## config.mk

```make
export PLATFORM = sky130hd
export DESIGN_NAME = wvb_trig_sched
export DESIGN_NICKNAME = d
export VERILOG_FILES = /design/src/rtl/wvb_trig_pkg.sv /design/src/rtl/cnst_trig_gen.sv /design/src/rtl/wvb_trig_sched.sv
export SDC_FILE = /design/constraint.sdc
export NUM_CORES = 1
export LEC_CHECK = 0
export ABC_CLOCK_PERIOD_IN_PS = 7050
export BUFFER_PORTS_ARGS = -buffer_cell sky130_fd_sc_hd__buf_2
export CAP_MARGIN = 20
export CORE_ASPECT_RATIO = 1.4
export CORE_UTILIZATION = 40
export CTS_BUF_LIST = sky130_fd_sc_hd__clkbuf_8
export DETAILED_ROUTE_END_ITERATION = 12
export PLACE_DENSITY = 0.73
export SYNTH_ARGS = -nofsm -noshare
export SYNTH_HDL_FRONTEND = slang
export SYNTH_SLANG_ARGS = --single-unit
```

## constraint.sdc

```tcl
create_clock -name i_clk -period 7.05 [get_ports i_clk]
set_input_delay 0.705 -clock i_clk [delete_from_list [all_inputs] [get_ports i_clk]]
set_output_delay 0.705 -clock i_clk [all_outputs]
set_load 0.02 [all_outputs]
```

## src/rtl/wvb_trig_pkg.sv

```systemverilog
// Shared definitions for the waveform-buffer trigger scheduler: source codes,
// default widths and a small population-count helper used by the lost counter.
package wvb_trig_pkg;

    localparam int ADC_WIDTH_DEF  = 12;
    localparam int CNST_WIDTH_DEF = 12;
    localparam int LOST_WIDTH_DEF = 16;

    // Source codes carried on trig_src; also used as bit positions in the
    // request vector so priority logic and counting share one encoding.
    localparam logic [1:0] TRIG_SRC_SW     = 2'd0;
    localparam logic [1:0] TRIG_SRC_THRESH = 2'd1;
    localparam logic [1:0] TRIG_SRC_CNST   = 2'd2;
    localparam logic [1:0] TRIG_SRC_EXT    = 2'd3;

    // Number of simultaneous requests (0..4).
    function automatic logic [2:0] popcnt4(input logic [3:0] v);
        return {2'b00, v[0]} + {2'b00, v[1]} + {2'b00, v[2]} + {2'b00, v[3]};
    endfunction

endpackage

```

## src/rtl/cnst_trig_gen.sv

```systemverilog
// Constant-rate trigger generator: one registered request every
// (i_cnst_config + 1) cycles while i_cnst_run is high.
module cnst_trig_gen #(
    parameter int P_CNST_WIDTH = 12
) (
    input  logic                    i_clk,
    input  logic                    i_rst,
    input  logic                    i_cnst_run,
    input  logic [P_CNST_WIDTH-1:0] i_cnst_config,
    output logic                    o_req
);

    logic [P_CNST_WIDTH-1:0] r_cnt;
    logic                    r_req;

    // Period counter; a low run level discards any partial period.
    always_ff @(posedge i_clk) begin
        if (i_rst) begin
            r_cnt <= '0;
            r_req <= 1'b0;
        end else if (!i_cnst_run) begin
            r_cnt <= '0;
            r_req <= 1'b0;
        end else if (r_cnt == i_cnst_config) begin
            r_cnt <= '0;
            r_req <= 1'b1;
        end else begin
            r_cnt <= r_cnt + {{(P_CNST_WIDTH-1){1'b0}}, 1'b1};
            r_req <= 1'b0;
        end
    end

    assign o_req = r_req;

endmodule

```

## src/rtl/wvb_trig_sched.sv

```systemverilog
// Trigger scheduler for one ADC channel: merges software, threshold,
// constant-rate and external requests into a single registered trig/trig_src
// pair, gated by pretrigger-buffer readiness, and counts dropped requests.
module wvb_trig_sched
    import wvb_trig_pkg::*;
#(
    parameter int P_ADC_WIDTH  = ADC_WIDTH_DEF,
    parameter int P_CNST_WIDTH = CNST_WIDTH_DEF,
    parameter int P_LOST_WIDTH = LOST_WIDTH_DEF
) (
    input  logic                    i_clk,
    input  logic                    i_rst,
    input  logic [P_ADC_WIDTH-1:0]  i_adc_in,
    input  logic [P_ADC_WIDTH-1:0]  i_thresh,
    input  logic                    i_thresh_en,
    input  logic                    i_sw_trig,
    input  logic                    i_ext_trig_in,
    input  logic                    i_ext_en,
    input  logic                    i_cnst_run,
    input  logic [P_CNST_WIDTH-1:0] i_cnst_config,
    input  logic                    i_ptb_rdy,
    input  logic                    i_lost_clr,
    output logic                    o_trig,
    output logic [1:0]              o_trig_src,
    output logic [P_LOST_WIDTH-1:0] o_lost_cnt
);

    logic                    w_hit;
    logic                    w_cnst_req;
    logic [3:0]              w_req;
    logic                    w_any;
    logic [1:0]              w_win_src;
    logic [2:0]              w_req_n;
    logic [2:0]              w_lost_inc;
    logic [P_LOST_WIDTH:0]   w_lost_sum;
    logic [P_LOST_WIDTH-1:0] w_lost_nxt;

    logic                    r_hit_d;
    logic                    r_ext_s1;
    logic                    r_ext_s2;
    logic                    r_ext_s3;
    logic                    r_req_sw;
    logic                    r_req_thr;
    logic                    r_req_ext;
    logic                    r_trig;
    logic [1:0]              r_trig_src;
    logic [P_LOST_WIDTH-1:0] r_lost;

    assign w_hit = (i_adc_in >= i_thresh);

    cnst_trig_gen #(
        .P_CNST_WIDTH (P_CNST_WIDTH)
    ) u_cnst (
        .i_clk         (i_clk),
        .i_rst         (i_rst),
        .i_cnst_run    (i_cnst_run),
        .i_cnst_config (i_cnst_config),
        .o_req         (w_cnst_req)
    );

    // Edge detection, external synchronizer and the registered request stage;
    // hit_d and the synchronizer track regardless of the enables.
    always_ff @(posedge i_clk) begin
        if (i_rst) begin
            r_hit_d   <= 1'b0;
            r_ext_s1  <= 1'b0;
            r_ext_s2  <= 1'b0;
            r_ext_s3  <= 1'b0;
            r_req_sw  <= 1'b0;
            r_req_thr <= 1'b0;
            r_req_ext <= 1'b0;
        end else begin
            r_hit_d   <= w_hit;
            r_ext_s1  <= i_ext_trig_in;
            r_ext_s2  <= r_ext_s1;
            r_ext_s3  <= r_ext_s2;
            r_req_sw  <= i_sw_trig;
            r_req_thr <= w_hit & ~r_hit_d & i_thresh_en;
            r_req_ext <= r_ext_s2 & ~r_ext_s3 & i_ext_en;
        end
    end

    // Fixed-priority arbitration (ext > sw > cnst > thresh) and loss accounting.
    always_comb begin
        w_req     = '0;
        w_req[TRIG_SRC_SW]     = r_req_sw;
        w_req[TRIG_SRC_THRESH] = r_req_thr;
        w_req[TRIG_SRC_CNST]   = w_cnst_req;
        w_req[TRIG_SRC_EXT]    = r_req_ext;
        w_any     = |w_req;
        w_req_n   = popcnt4(w_req);

        if (w_req[TRIG_SRC_EXT]) begin
            w_win_src = TRIG_SRC_EXT;
        end else if (w_req[TRIG_SRC_SW]) begin
            w_win_src = TRIG_SRC_SW;
        end else if (w_req[TRIG_SRC_CNST]) begin
            w_win_src = TRIG_SRC_CNST;
        end else begin
            w_win_src = TRIG_SRC_THRESH;
        end

        // When blocked every request is lost; otherwise all but the winner.
        if (i_ptb_rdy && w_any) begin
            w_lost_inc = w_req_n - 3'd1;
        end else begin
            w_lost_inc = w_req_n;
        end

        w_lost_sum = {1'b0, r_lost} + {{(P_LOST_WIDTH-2){1'b0}}, w_lost_inc};
        if (i_lost_clr) begin
            w_lost_nxt = {{(P_LOST_WIDTH-3){1'b0}}, w_lost_inc};
        end else if (w_lost_sum[P_LOST_WIDTH]) begin
            w_lost_nxt = '1;
        end else begin
            w_lost_nxt = w_lost_sum[P_LOST_WIDTH-1:0];
        end
    end

    // Registered trigger outputs and saturating lost counter.
    always_ff @(posedge i_clk) begin
        if (i_rst) begin
            r_trig     <= 1'b0;
            r_trig_src <= TRIG_SRC_SW;
            r_lost     <= '0;
        end else begin
            r_trig <= i_ptb_rdy & w_any;
            if (i_ptb_rdy && w_any) begin
                r_trig_src <= w_win_src;
            end else begin
                r_trig_src <= r_trig_src;
            end
            r_lost <= w_lost_nxt;
        end
    end

    assign o_trig     = r_trig;
    assign o_trig_src = r_trig_src;
    assign o_lost_cnt = r_lost;

endmodule

```

# Word level (Yosys, flattened, before mapping)
# Index checks and enable logic that the tools add are counted.
dict set report op_classes {
  add_sub_neg 6
  n_eq_ne 1
  muxes 7
  n_bitwise 8
  order_cmp 1
  reduce_logical 5
}
# operator count
set op_table {}
lappend op_table {{adder 16 x 3 -> 17 bit} 1}
lappend op_table {{two-way mux 16 bit} 1}
lappend op_table {{adder 12 x 1 -> 12 bit, second input constant} 1}
lappend op_table {{== test 12 bit} 1}
lappend op_table {{>= comparator 12 bit} 1}
lappend op_table {{two-way mux 2 bit} 3}
lappend op_table {{two-way mux 3 bit} 2}
lappend op_table {{AND 1 bit} 5}
lappend op_table {{OR reduction 2 bit} 2}
lappend op_table {{OR reduction 4 bit} 1}
lappend op_table {{adder 2 x 1 -> 3 bit} 1}
lappend op_table {{adder 3 x 1 -> 3 bit} 1}
lappend op_table {{NOT 1 bit} 3}
lappend op_table {{OR reduction 3 bit} 1}
lappend op_table {{subtractor 3 x 1 -> 3 bit, second input constant} 1}
lappend op_table {{adder 1 x 1 -> 2 bit} 1}
lappend op_table {{logical AND 1 bit} 1}
lappend op_table {{two-way mux 1 bit} 1}
dict set report totals {
  register_bits 39
  word_cells 41
  inputBits 45
}

# Depth between registers and ports, before layout
dict set report logic_depth {
  word_depth 8
  depth_mapped 14
  depth_no_buf 13
}

# Cells and area by module
# From an unflattened synthesis, not the netlist that was laid out.
dict set report unflattened {
  cells_unflattened 253
  area_unflattened_um2 2301.0
}
# module n_inst cells_each area_per_inst_um2 seq_area_each_um2
set by_module_without_submodules {}
lappend by_module_without_submodules {wvb_trig_sched 1 180 1635.3 520.5}
lappend by_module_without_submodules {cnst_trig_gen 1 73 665.6 260.2}

# Worst setup path after synthesis
# No wires, ideal clock.
dict set report synth_path {
  kind {register -> register}
  startpoint {register u_cnst.r_req, in the netlist u_cnst.o_req}
  endpoint {register r_lost[11], in the netlist o_lost_cnt[11]}
  t_required_ns 6.976
  synth_period_minus_slack_ns 3.373
  arrival_ns 3.299
  slack_ns 3.677
  path_stages_with_launch 13
  cell_sequence {dfxtp_1 fa_1 ha_1 ha_1 inv_1 ha_1 mux2_2 fa_1 nor2b_1 o2111ai_1 or3_4 buf_6 a31oi_1}
}
dict set report synth_between {
  elab_chain_cells 6
}
# item line_no
set synth_rtl {}
lappend synth_rtl {{start: declaration} cnst_trig_gen.sv:14} ;# logic r_req;
lappend synth_rtl {{start signal: assignment} cnst_trig_gen.sv:20} ;# r_req <= 1'b0;
lappend synth_rtl {{start signal: assignment} cnst_trig_gen.sv:23} ;# r_req <= 1'b0;
lappend synth_rtl {{start signal: assignment} cnst_trig_gen.sv:26} ;# r_req <= 1'b1;
lappend synth_rtl {{adder 2 x 1 -> 3 bit} wvb_trig_pkg.sv:18} ;# return {2'b00, v[0]} + {2'b00, v[1]} + {2'b00, v[2]} + {2'b00, v[3]};
lappend synth_rtl {{adder 3 x 1 -> 3 bit} wvb_trig_pkg.sv:18}
lappend synth_rtl {{subtractor 3 x 1 -> 3 bit} wvb_trig_sched.sv:105} ;# w_lost_inc = w_req_n - 3'd1;
lappend synth_rtl {{two-way mux 3 bit *} wvb_trig_sched.sv:104} ;# if (i_ptb_rdy && w_any) begin
lappend synth_rtl {{adder 16 x 3 -> 17 bit *} wvb_trig_sched.sv:110} ;# w_lost_sum = {1'b0, r_lost} + {{(P_LOST_WIDTH-2){1'b0}}, w_lost_inc};
lappend synth_rtl {{two-way mux 16 bit *} wvb_trig_sched.sv:113} ;# end else if (w_lost_sum[P_LOST_WIDTH]) begin
lappend synth_rtl {{end signal: assignment} wvb_trig_sched.sv:133} ;# r_lost <= w_lost_nxt;
lappend synth_rtl {{end: declaration} wvb_trig_sched.sv:47} ;# logic [P_LOST_WIDTH-1:0] r_lost;
# Every way passes the cells marked *; elsewhere a longest branch is shown, timed or not.
# A chain may end at the register's enable or synchronous reset.

# Worst setup path in the final report
dict set report layout_path {
  startpoint {register u_cnst.r_req, in the netlist u_cnst.o_req}
  endpoint {register r_lost[0], in the netlist o_lost_cnt[0]}
}
dict set report layout_between {
  elab_chain_cells 7
}
# item line_no
set layout_rtl {}
lappend layout_rtl {{adder 2 x 1 -> 3 bit} wvb_trig_pkg.sv:18}
lappend layout_rtl {{adder 3 x 1 -> 3 bit} wvb_trig_pkg.sv:18}
lappend layout_rtl {{subtractor 3 x 1 -> 3 bit} wvb_trig_sched.sv:105}
lappend layout_rtl {{two-way mux 3 bit *} wvb_trig_sched.sv:104}
lappend layout_rtl {{adder 16 x 3 -> 17 bit} wvb_trig_sched.sv:110}
lappend layout_rtl {{two-way mux 16 bit} wvb_trig_sched.sv:113}
lappend layout_rtl {{two-way mux 3 bit *} wvb_trig_sched.sv:111} ;# if (i_lost_clr) begin
# Marks and branches as above.

==> metrics.cfg <==
[layout]
ff_latch_area_sq_um = 781
fin_area_sq_um = 2780
n_antenna_cell = 0
nFillCells = 540
postLayoutCoreUtil_pct = 50.0
multi_input_area_sq_um = 1390
area_delta_synth_final_pct = 19.9
layout.nets = 388
drive_gt1_share_pct = 24.5

[sta]
fmax_mhz = 272
rsz0062_at_grt = false
relSlewSlack_pct = 62.7
fin_crit_ns = 3.68
worst_slew_pin_slew_ns = 0.554
drv_slew = 0
setup_viol = 0
clock_skew_ns = 0.00929
final_hold_viol_count = 0
setup_tns_ns = 0
layout_worst_path_cycle_share_pct = 52.2

[critical_path]
critical_path_class = reg2reg
reg2reg_depth = 11
critPathLaunchType = flop
critical_path_arrival_ns = 3.87
r2r_setup_slack_ns = 3.37
cp_max_fo = 13
critPathRequiredTime_ns = 7.24
cp-end-kind = flop
worstReg2RegEnd = o_lost_cnt[0]
timing.rr.start = u_cnst.o_req

[placement]
dp_hpwl_um = 3780
place_congestion = 0.795
place_area_sq_um = 2680
port_buffers = 63

[synthesis]
synth_area_leaders = dfxtp_1 (34%), ha_1 (11%), xnor2_1 (8.3%), inv_1 (4.2%), xor2_1 (3.8%)
synth_top_area_cell = dfxtp_1
yosysMostFrequentCell = dfxtp_1
synth_area_per_cell_sq_um = 9.06
synth.distinct_cells = 49
synthTopCellsByCount = dfxtp_1 (39), inv_1 (26), xnor2_1 (22)
ys_seq_elements = 39
synth_enable_flop_cells = 0
yosys_warnings = 0
yosysSeqAreaShare_pct = 33.7
synth_top_area_share_pct = 33.7
async_flop_share_pct = 0
syn_area_sq_um = 2320
syn-num-nets = 323
ys.flop_type = dfxtp_1
synthCells = 256

[floorplanning]
rows = 32
ios = 64
die_x_um = 66.3
fp.dieH_um = 92.1
coreArea_sq_um = 5570
die-area_sq_um = 6110
start_util_pct = 41.7

[global_route]
antenna_found_initial = 0
grt_overflow_total = 0
grt_use_total_pct = 17.1
grt_max_degree = 18
grt_pass1_vias = 1968
grt_first_pass_wirelength_um = 8160

[status]
status = complete, no violations

[power_and_ir_drop]
p_leak_nw = 1.23
vdd_drop_max_v = 0.000100
powerDensity_nw_per_um2 = 165
total_power_uw = 460

[cts]
cts_made_buffers = 5
post-cts-setup-buffers = 0
cts_buffer_depth = 2
clkSinkCount = 39
cts_max_level = 2
clock-root-buffer = clkbuf_8
cts_tree = done
post_cts_resized = 0
clk_pin_slew_ns = 0.07
clkLatencyLatePin_ns = 0.28
hold_buffers = 0

[drt]
drtAntennaViolNets = 0
vias_per_cell = 5.20
drt-total-wl_um = 4730
drc = 0
vias = 2028
drt-wirelength-per-cell_um = 12.1
initialDrtViolationCount = 63
first_pass_iters = 4

[hold_path]
hold_path_end = r_ext_s2
hold_start = r_ext_s1
hold_depth = 1
min_path_type = reg2reg

[run]
maxCapViolations = 0

[layer usage]
metal	track usage, %	up-vias	wire length [um]
met5	0	-	0
met4	6.56	0	73
met3	3.86	11	211
met2	31.9	63	2530
met1	17.9	918	1910
li1	-	1036	-
[through the flow]
step	setup slack, ns	std cells	hold WS [ns]
final	3.37	390	0.446
after global routing	3.10	390	0.474
after CTS	3.37	390	0.450
after detailed placement	3.36	382	0.433
after global placement	3.49	382	0.419
after floorplan	3.68	256	0.414
[placed cells by master (no fill, tap or decap), types with 7 or more instances in the layout]
cell type	Yosys	routed
nand3_1	7	7
a21oi_1	14	14
xor2_1	10	10
dfxtp_1	39	39
nor2_1	18	18
inv_1	26	27
xnor2_1	22	22
nor3_1	10	10
ha_1	20	20
nor2b_1	9	9
nand2_1	8	8
buf_2	0	63
clkbuf_8	0	7
[where the power goes]
part | internal (mW) | leakage [nW] | switching (mW)
Clock | 0.0878 | 0.0557 | 0.0731
Sequential | 0.225 | 0.317 | 0.00339
Combinational | 0.0344 | 0.856 | 0.0359
Total | 0.348 | 1.23 | 0.112
[worst max path at each step]
stage | cells after the start | start | endpoint
after floorplan | 12 | u_cnst.o_req | o_lost_cnt[11]
after global placement | 11 | u_cnst.o_req | o_lost_cnt[2]
after detailed placement | 11 | u_cnst.o_req | o_lost_cnt[0]
after CTS | 11 | u_cnst.o_req | o_lost_cnt[0]
after global routing | 11 | u_cnst.o_req | o_lost_cnt[0]
final | 11 | u_cnst.o_req | o_lost_cnt[0]
[final cells by class]
| class | instances | share of cell area [%] |
|---|---|---|
| clock buffers | 7 | 3.47 |
| repair buffers | 64 | 11.6 |
| flip-flops and latches | 39 | 28.1 |
| inverters | 26 | 3.51 |
| multi-input cells | 185 | 50.1 |
| well taps | 68 | 3.06 |
| clock inverters | 1 | 0.135 |
[registers in the layout, summed over array words and instances (netlist names)]
name          count
u_cnst.r_cnt     12
r_req_sw          1
o_lost_cnt       16
r_req_ext         1
r_ext_s1          1
r_hit_d           1
r_req_thr         1
u_cnst.o_req      1
o_trig            1
r_ext_s2          1
r_ext_s3          1
o_trig_src        2
[logic make-up after synthesis]
logic type / after synthesis / share of synthesized area (%)
compound gates: 45 / 14.0
xor+xnor: 32 / 12.1
fa+ha+maj: 22 / 12.5
buf+inv: 32 / 6.21
flops: 39 / 33.7
mux: 2 / 0.917
simple gates: 84 / 20.6
[critical path: stages, from the launching register on]
cell       delay (ns)
dfxtp_1          0.42
fa_1             0.46
ha_1             0.20
ha_1             0.27
inv_1            0.04
ha_1             0.27
mux2_2           0.30
fa_1             0.43
nor2b_1          0.29
o2111ai_1        0.19
or3_4            0.46
a221oi_1         0.26
No activity file was read; power rests on OpenSTA's default activity.
